### src/rtl/morse_message_sequencer.sv
// -----------------------------------------------------------------------------
// morse_message_sequencer
//
// Queues up to four 3-bit letter codes (A..H) and plays each one out as a
// 12-bit Morse pattern, MSB first. Each pattern bit is held for TICK_LEN
// clock cycles. After each letter, GAP_TICKS ticks of zeros follow.
//
// Ports
//   ClockIn      in   sole clock, rising edge
//   Reset        in   asynchronous, active-high
//   LetterValid  in   producer offers Letter this cycle
//   Letter       in   [2:0] letter code, 0..7 = A..H
//   LetterReady  out  queue can accept (FifoCount < 4)
//   Abort        in   synchronous flush of the queue and of the current letter
//   DotDashOut   out  registered Morse level
//   NewBitOut    out  one-cycle pulse on the first cycle of each new symbol
//   Busy         out  high whenever the FSM is not IDLE
//   FifoCount    out  [2:0] number of queued letters, 0..4
//   Done         out  one-cycle pulse when the queue drains back to IDLE
//   StateDebug   out  [1:0] current FSM state, for observation only
//
// Handshake: a letter transfers on a rising edge where LetterValid=1,
// LetterReady=1 and Abort=0. LetterReady depends only on registered state,
// so the producer may hold LetterValid and Letter stable until it sees the
// transfer. An offer while full is ignored.
// -----------------------------------------------------------------------------
module morse_message_sequencer #(
  parameter int CLOCK_FREQUENCY = 500,
  parameter int GAP_TICKS       = 2
) (
  input  logic       ClockIn,
  input  logic       Reset,
  input  logic       LetterValid,
  input  logic [2:0] Letter,
  output logic       LetterReady,
  input  logic       Abort,
  output logic       DotDashOut,
  output logic       NewBitOut,
  output logic       Busy,
  output logic [2:0] FifoCount,
  output logic       Done,
  output logic [1:0] StateDebug
);

  localparam int FIFO_DEPTH = 4;
  localparam int TICK_LEN   = CLOCK_FREQUENCY / 2;
  localparam int TICK_W     = $clog2(CLOCK_FREQUENCY);
  localparam logic [TICK_W-1:0] TICK_LAST = TICK_W'(TICK_LEN - 1);
  // In GAP the bit counter is reused to count gap ticks.
  localparam logic [3:0] GAP_LAST = (GAP_TICKS > 0) ? 4'(GAP_TICKS - 1) : 4'd0;

  typedef enum logic [1:0] {
    S_IDLE = 2'd0,
    S_LOAD = 2'd1,
    S_SEND = 2'd2,
    S_GAP  = 2'd3
  } state_t;

  state_t      state_q, state_d;
  logic [2:0]  fifo_q [FIFO_DEPTH];
  logic [1:0]  wr_ptr_q, wr_ptr_d;
  logic [1:0]  rd_ptr_q, rd_ptr_d;
  logic [2:0]  count_q, count_d;
  logic [11:0] shift_q, shift_d;
  logic [3:0]  bit_cnt_q, bit_cnt_d;
  logic [TICK_W-1:0] tick_cnt_q, tick_cnt_d;
  logic        dot_q, dot_d;
  logic        new_bit_q, new_bit_d;
  logic        done_q, done_d;

  logic        push;
  logic        pop;
  logic        tick;

  function automatic logic [11:0] pattern_of(input logic [2:0] code);
    case (code)
      3'd0:    pattern_of = 12'b1011_1000_0000; // A
      3'd1:    pattern_of = 12'b1110_1010_1000; // B
      3'd2:    pattern_of = 12'b1110_1011_1010; // C
      3'd3:    pattern_of = 12'b1110_1010_0000; // D
      3'd4:    pattern_of = 12'b1000_0000_0000; // E
      3'd5:    pattern_of = 12'b1010_1110_1000; // F
      3'd6:    pattern_of = 12'b1110_1110_1000; // G
      default: pattern_of = 12'b1010_1010_0000; // H
    endcase
  endfunction

  assign LetterReady = (count_q < 3'(FIFO_DEPTH));
  assign push        = LetterValid && LetterReady && !Abort;
  assign tick        = (tick_cnt_q == '0);

  always_comb begin
    state_d    = state_q;
    wr_ptr_d   = wr_ptr_q;
    rd_ptr_d   = rd_ptr_q;
    count_d    = count_q;
    shift_d    = shift_q;
    bit_cnt_d  = bit_cnt_q;
    tick_cnt_d = tick_cnt_q;
    dot_d      = 1'b0;
    new_bit_d  = 1'b0;
    done_d     = 1'b0;
    pop        = 1'b0;

    case (state_q)
      S_IDLE: begin
        if (count_q != 3'd0) state_d = S_LOAD;
      end
      S_LOAD: begin
        pop        = 1'b1;
        shift_d    = pattern_of(fifo_q[rd_ptr_q]);
        bit_cnt_d  = 4'd0;
        tick_cnt_d = TICK_LAST;
        new_bit_d  = 1'b1;
        state_d    = S_SEND;
      end
      S_SEND: begin
        if (tick) begin
          tick_cnt_d = TICK_LAST;
          shift_d    = {shift_q[10:0], 1'b0};
          if (bit_cnt_q == 4'd11) begin
            bit_cnt_d = 4'd0;
            if (GAP_TICKS > 0) begin
              state_d = S_GAP;
            end else if (count_q != 3'd0) begin
              state_d = S_LOAD;
            end else begin
              state_d = S_IDLE;
              done_d  = 1'b1;
            end
          end else begin
            bit_cnt_d = bit_cnt_q + 4'd1;
            new_bit_d = 1'b1;
          end
        end else begin
          tick_cnt_d = tick_cnt_q - 1'b1;
        end
      end
      S_GAP: begin
        if (tick) begin
          tick_cnt_d = TICK_LAST;
          if (bit_cnt_q == GAP_LAST) begin
            bit_cnt_d = 4'd0;
            if (count_q != 3'd0) begin
              state_d = S_LOAD;
            end else begin
              state_d = S_IDLE;
              done_d  = 1'b1;
            end
          end else begin
            bit_cnt_d = bit_cnt_q + 4'd1;
          end
        end else begin
          tick_cnt_d = tick_cnt_q - 1'b1;
        end
      end
      default: state_d = S_IDLE;
    endcase

    // Queue bookkeeping; simultaneous push and pop leave the count unchanged.
    if (push) wr_ptr_d = wr_ptr_q + 2'd1;
    if (pop)  rd_ptr_d = rd_ptr_q + 2'd1;
    if (push && !pop)      count_d = count_q + 3'd1;
    else if (!push && pop) count_d = count_q - 3'd1;

    // Output level follows the MSB of the register being shifted out.
    dot_d = (state_d == S_SEND) ? shift_d[11] : 1'b0;

    // Abort wins over everything, including a same-cycle push.
    if (Abort) begin
      state_d    = S_IDLE;
      wr_ptr_d   = 2'd0;
      rd_ptr_d   = 2'd0;
      count_d    = 3'd0;
      shift_d    = 12'd0;
      bit_cnt_d  = 4'd0;
      tick_cnt_d = '0;
      dot_d      = 1'b0;
      new_bit_d  = 1'b0;
      done_d     = 1'b0;
    end
  end

  always_ff @(posedge ClockIn or posedge Reset) begin
    if (Reset) begin
      state_q    <= S_IDLE;
      wr_ptr_q   <= 2'd0;
      rd_ptr_q   <= 2'd0;
      count_q    <= 3'd0;
      shift_q    <= 12'd0;
      bit_cnt_q  <= 4'd0;
      tick_cnt_q <= '0;
      dot_q      <= 1'b0;
      new_bit_q  <= 1'b0;
      done_q     <= 1'b0;
      for (int i = 0; i < FIFO_DEPTH; i++) fifo_q[i] <= 3'd0;
    end else begin
      state_q    <= state_d;
      wr_ptr_q   <= wr_ptr_d;
      rd_ptr_q   <= rd_ptr_d;
      count_q    <= count_d;
      shift_q    <= shift_d;
      bit_cnt_q  <= bit_cnt_d;
      tick_cnt_q <= tick_cnt_d;
      dot_q      <= dot_d;
      new_bit_q  <= new_bit_d;
      done_q     <= done_d;
      if (push) fifo_q[wr_ptr_q] <= Letter;
    end
  end

  assign DotDashOut = dot_q;
  assign NewBitOut  = new_bit_q;
  assign Done       = done_q;
  assign Busy       = (state_q != S_IDLE);
  assign FifoCount  = count_q;
  assign StateDebug = state_q;

endmodule

### config.mk
export PLATFORM = sky130hd
export DESIGN_NAME = morse_message_sequencer
export DESIGN_NICKNAME = d
export VERILOG_FILES = /design/src/rtl/morse_message_sequencer.sv
export SDC_FILE = /design/constraint.sdc
export NUM_CORES = 1
export LEC_CHECK = 0
export CAP_MARGIN = 30
export CORE_ASPECT_RATIO = 1.2
export CORE_MARGIN = 8
export CORE_UTILIZATION = 55
export DETAILED_ROUTE_END_ITERATION = 6
export GPL_ROUTABILITY_DRIVEN = 0
export PLACE_DENSITY = 0.75
export RECOVER_POWER = 25
export SYNTH_ARGS = -nofsm -noshare
export SYNTH_HDL_FRONTEND = slang
export SYNTH_SLANG_ARGS = --single-unit
### constraint.sdc
create_clock -name ClockIn -period 2.57 [get_ports ClockIn]
set_clock_uncertainty 0.1 [all_clocks]
set_input_delay 0.6425 -clock ClockIn [delete_from_list [all_inputs] [get_ports ClockIn]]
set_output_delay 0.6425 -clock ClockIn [all_outputs]
set_load 0.02 [all_outputs]
==> impl_metrics.yaml <==
final_layout:
  post-route-cell-area_mm2: 0.003048
  num_antenna_cells: 0
  fillers: 399
  regArea_mm2: 0.001201
  layout-drive-gt1-share_pct: 15.09
  fin_nets: 307
  syn_to_final_growth_pct: 13.14
  multiInputGateArea_mm2: 0.001378
placement:
  hpwlAfterDp_um: 4014
  io_buffer_count: 16
  post_dp_cell_area_mm2: 0.002969
clock_network:
  post_cts_resize_count: 0
  cts_tree: "done"
  cts-root-buf: "sky130_fd_sc_hd__clkbuf_8"
  ctsHtreeMaxLevel: 2
  cts_setup_buffers: 0
  clkSlewWorstSetupHoldPaths_ns: 0.09
  insertion_delay_to_the_later_sink_of_the_worst_skew_pair_ns: 0.31
  clock_sink_count: 48
  clockBufferDepth: 2
  cts_buffers: 5
  cts-hold-fix-buffers: 0
setup_path:
  start_kind: "flip-flop"
  timing.critical_path.required_ns: 1.83
  worstSetupEndpointType: "output pin"
  r2r_start: "StateDebug[1]"
  worstPathArrival_ns: 1.76
  r2r_setup_slack_ns: 0.23
  worstRegToRegCells: 6
  crit_end: "Busy"
  reg2reg_to: "bit_cnt_q[2]"
  worstSetupStartpoint: "StateDebug[0]"
  cp_max_fo: 6
  path_class: "flip-flop to output pin"
detailed_routing:
  post_drt_wl_per_cell_um: 15.52
  wl_met2_um: 2600
  number_of_iterations_in_the_first_detailed_routing_pass: 4
  vias_per_cell: 5.858
  routed-wl-met3_um: 211
  postRouteWirelength_um: 5355
  drc_errors: 0
  wl_met1_um: 2469
  topRoutingLayerUsed: "met4"
  drtAntennaViolNets: 0
  detail_route.iter0.violations: 130
  routed-via-count: 2021
global_route:
  grt.total_usage_pct: 15.88
  global_route_wire_length_before_repair_um: 9515
  number_of_global_route_vias_before_repair: 2074
  initial_antenna_violation_count: 0
  pin_count_of_the_biggest_net_entering_global_routing: 29
  grt_remaining_overflow: 0
pwr:
  max-vdd-ir-drop_mv: 0.6602
  p_per_area_mw_per_mm2: 1052
  leakagePower_nw: 1.347
synthesis:
  postSynthAreaPerCell_um2: 10.32
  synth_top_area_cell: "sky130_fd_sc_hd__dfrtp_1"
  yosys-top-cells-count: "48 x sky130_fd_sc_hd__dfrtp_1, 21 x sky130_fd_sc_hd__nor2_1, 19 x sky130_fd_sc_hd__nand2_1"
  yosysMostFrequentCell: "sky130_fd_sc_hd__dfrtp_1"
  synthesis.instances: 261
  mappedNetlistArea_mm2: 0.002694
  largest_cells_by_area_after_synthesis: "sky130_fd_sc_hd__dfrtp_1 45%, sky130_fd_sc_hd__ha_1 7.0%, sky130_fd_sc_hd__mux2_2 5.4%, sky130_fd_sc_hd__nor2_1 2.9%, sky130_fd_sc_hd__nand2_1 2.6%"
  main_synth_ff_type: "sky130_fd_sc_hd__dfrtp_1"
  synth.ff_latch_count: 48
  synth_cell_types: 54
  synth_top_area_share_pct: 44.59
  synth-seq-area-share_pct: 44.59
  async_flop_share_pct: 100.0
  number_of_enable_flip_flop_cells_after_synthesis: 0
  syn_nets: 284
  ys.warnings.count: 0
sta:
  tightest_slew_ns: 0.7840
  finalHoldViolations: 0
  final_max_slew_viol_count: 0
  final_report_setup_violation_count: 0
  period_share_pct: 97.28
  rsz0062_at_grt: "false"
  maxClockFrequency_mhz: 400.0
  timing.final.crit_period_ns: 2.500
  maxSlewHeadroom_pct: 47.67
  fin_tns_setup_ns: 0
floorplanning:
  core_mm2: 0.004835
  dieArea_mm2: 0.007403
  floorplan.initialDensity_pct: 55.72
  num_rows: 28
  die_w_um: 79.89
  fp.dieH_um: 92.67
  io-pin-count: 17
run_status:
  status: "finished, final reports clean"
job:
  maxCapViolCount: 0
min_path:
  min-delay-path-class: "flip-flop to flip-flop"
==> area by class of cell <==
cell class,instances,share of cell area (%)
Clock inverter,1,0.2463
Sequential cell,48,39.41
Timing Repair Buffer,26,7.635
Inverter,18,2.217
Clock buffer,7,2.833
Tap cell,60,2.463
Multi-Input combinational cell,185,45.20
==> metal layers <==
metal	vias up	track usage, %
li1	992	-
met3	6	3.585
met5	-	0
met1	989	20.31
met4	0	6.231
met2	34	25.25
==> flip-flops by register name, indices dropped and copies added (netlist names) <==
register and flops:
Done 1, NewBitOut 1, shift_q 11, rd_ptr_q 2, DotDashOut 1, fifo_q 12
bit_cnt_q 4, FifoCount 3, wr_ptr_q 2, StateDebug 2, tick_cnt_q 9
==> cell families after synthesis <==
family                   after synthesis  share of synthesized area [%]
AO/OA/AOI/OAI                         61                          15.70
AND/OR/NAND/NOR                       86                          17.79
buffers and inverters                 28                          4.273
multiplexers                          17                          8.314
flip-flops                            48                          44.59
adder cells (fa/ha/maj)               16                          7.710
XOR/XNOR                               5                          1.626
==> critical path, stage by stage (launching register included) <==
cell and delay, ns:
sky130_fd_sc_hd__dfrtp_1 0.47, sky130_fd_sc_hd__inv_1 0.13, sky130_fd_sc_hd__ha_1 0.21, sky130_fd_sc_hd__inv_1 0.04, sky130_fd_sc_hd__clkdlybuf4s50_1 0.59
==> layout by cell type, fill, tap and decap left out, types with 2 or more instances in the layout <==
cell type / instances
sky130_fd_sc_hd__nand2_1: 19
sky130_fd_sc_hd__o31ai_1: 4
sky130_fd_sc_hd__and3_1: 2
sky130_fd_sc_hd__nand4_1: 2
sky130_fd_sc_hd__a22oi_1: 2
sky130_fd_sc_hd__or4_1: 3
sky130_fd_sc_hd__a2bb2oi_1: 2
sky130_fd_sc_hd__a311oi_2: 2
sky130_fd_sc_hd__inv_1: 18
sky130_fd_sc_hd__mux2_2: 13
sky130_fd_sc_hd__a32o_1: 2
sky130_fd_sc_hd__ha_1: 15
sky130_fd_sc_hd__clkbuf_8: 6
sky130_fd_sc_hd__a211oi_1: 4
sky130_fd_sc_hd__or3b_2: 2
sky130_fd_sc_hd__or2_2: 3
sky130_fd_sc_hd__nor2_1: 21
sky130_fd_sc_hd__mux4_2: 3
sky130_fd_sc_hd__a21oi_1: 14
sky130_fd_sc_hd__a311oi_1: 2
sky130_fd_sc_hd__o21ai_1: 9
sky130_fd_sc_hd__a32oi_1: 3
sky130_fd_sc_hd__nand3b_1: 2
sky130_fd_sc_hd__a31oi_1: 2
sky130_fd_sc_hd__buf_4: 9
sky130_fd_sc_hd__o21ai_0: 5
sky130_fd_sc_hd__nand3_1: 6
sky130_fd_sc_hd__nor2b_1: 3
sky130_fd_sc_hd__o21a_1: 3
sky130_fd_sc_hd__xnor2_1: 4
sky130_fd_sc_hd__clkdlybuf4s50_1: 15
sky130_fd_sc_hd__nor3b_1: 3
sky130_fd_sc_hd__nor3_1: 8
sky130_fd_sc_hd__or3_1: 4
sky130_fd_sc_hd__dfrtp_1: 48
==> worst min-delay path by stage <==
stage / from / to / slack, ns / cells after the start
finish: shift_q[1] / shift_q[1] / 0.39 / 2
global route: shift_q[1] / shift_q[1] / 0.41 / 2
CTS: shift_q[1] / shift_q[1] / 0.40 / 2
detailed placement: shift_q[1] / shift_q[1] / 0.37 / 2
global placement: shift_q[1] / shift_q[1] / 0.36 / 2
floorplan: shift_q[1] / shift_q[1] / 0.35 / 2
==> metrics by stage <==
stage	util (%)	power, mW	std cells	hold slack [ns]	setup slack [ns]
6_report	63.04	3.207	345	0.3906	0.06994
5_1_grt	63.04	3.472	345	0.4144	0.005866
4_1_cts	63.35	3.232	345	0.3951	0.06519
3_5_place_dp	61.41	2.744	337	0.3724	0.1729
3_3_place_gp	61.41	2.687	337	0.3649	0.2436
2_1_floorplan	-	2.316	261	0.3470	0.3539
==> where the power goes <==
part	total (mW)	switching, mW	internal, mW
sequential	1.17	0.212	0.955
combinational	1.57	0.844	0.721
clock	0.475	0.256	0.219
Note: power is estimated with default switching activity, not from simulation.
==> RTL edit: new RTL, config.mk and constraints unchanged <==
The parameter `CLOCK_FREQUENCY` goes from 500 to 250.
--- a/src/rtl/morse_message_sequencer.sv
+++ b/src/rtl/morse_message_sequencer.sv
@@ -27,3 +27,3 @@
 module morse_message_sequencer #(
-  parameter int CLOCK_FREQUENCY = 500,
+  parameter int CLOCK_FREQUENCY = 250,
   parameter int GAP_TICKS       = 2
Behaviour: same outputs for any inputs over 10 cycles, from zero or initial values and one cycle with Reset high; that may be too few to reach the edited logic, so the function may still have changed.
==> RTL edit against the original RTL <==
Clock power decreased by 8.8%; first-iteration DRC count down 5.4%; core utilization grew 0.55 points; setup slack better by 0.014 ns; largest cell class unchanged; count of clock-buffer cells in the layout down 2; critical path type unchanged; power shrank 4.8%; combinational power down 4%; sequential cell count down 1; synthesized cell count fell by 2.7%; area after synthesis rose by 1.4%; design area increased by 1.6%; maximum frequency rose by 0.56%; routed wire length rose by 1.1%.
==> RTL edit: results (changes against the original RTL) <==
First-pass GRT wire length - 9270 µm (-2.6%)
Crit path arrival time - 1.74 ns (-0.02 ns)
Largest cells by area after synthesis - dfrtp_1, ha_1, mux2_2
Met1 usage - 21.1% (+0.83 points)
DR iter-0 viols - 123 (-5.4%)
Setup Slack @ Placement - 0.176 ns (+0.00351 ns)
VDD IR max - 0.000541 V (-18%)
Via count - 1984 (-1.8%)
Slew HR - 44.4% (-3.3 points)
Combinational power - 1510 µW (-4%)
Placed insts - 333 (-1.2%)
Adder-cell share of the synthesized area - 8.06% (+0.35 points)
P_seq - 1110 µW (-5%)
GRT met2 Usage - 24.0% (-1.2 points)
Status - finished, final reports clean
Synthesized net count - 278 (-2.1%)
Share of the synthesized area in the top cell type - 43.1% (-1.5 points)
Nets - 304 (-0.98%)
Synth Area in Compound Gates - 16.7% (+1.0 points)
Post-Synth XOR/XNOR Area - 2.24% (+0.62 points)
Combinational power share - 49.3% (+0.5 points)
Post-synthesis mux area share - 7.79% (-0.53 points)
Worst-case hold slack - 0.397 ns (+0.00593 ns)
P&R area growth vs syn - 13.4%
Share of cells above drive strength 1 - 17.9% (+2.8 points)
DP HPWL - 4120 µm (+2.6%)
Pint - 1800 µW (-5.0%)
Lkg Pwr - 0.00140 µW (+3.6%)
Met3 wire len - 134 µm (-36%)
Fillers - 403 (+1.0%)
Vias in the first global route - 1939 (-6.5%)
Met2 wire length - 2540 µm (-2.3%)
Flop-to-flop setup slack - 0.32 ns (+0.09 ns)
RTL edit: cell count changes in the layout (fill, tap and decap cells not counted), moves of 3 or more:
cell | before | now
o21ai_1 | 9 | 0
or3_1 | 4 | 1
buf_4 | 9 | 12
nor4_1 | 0 | 4
a32oi_1 | 3 | 0
o31ai_1 | 4 | 0
nand2_1 | 19 | 15
nand2b_1 | 1 | 6
nand3_1 | 6 | 3
nor2b_1 | 3 | 8
a221o_1 | 0 | 7
a21oi_1 | 14 | 11
or4_1 | 3 | 0
inv_1 | 18 | 21
RTL edit: critical path: stages (launching register included):
cell             delay, ns
dfrtp_1               0.48
inv_1                 0.13
ha_1                  0.21
inv_1                 0.04
clkdlybuf4s50_1       0.59
RTL edit: cell type report:
| class | instances | area share, % |
|---|---|---|
| tap | 60 | 2.42 |
| sequential | 47 | 38.0 |
| multi-input combinational | 176 | 46.2 |
| inverter | 21 | 2.55 |
| timing repair buffer | 29 | 8.20 |
| clock buffer | 5 | 2.22 |
| clock inverter | 2 | 0.444 |
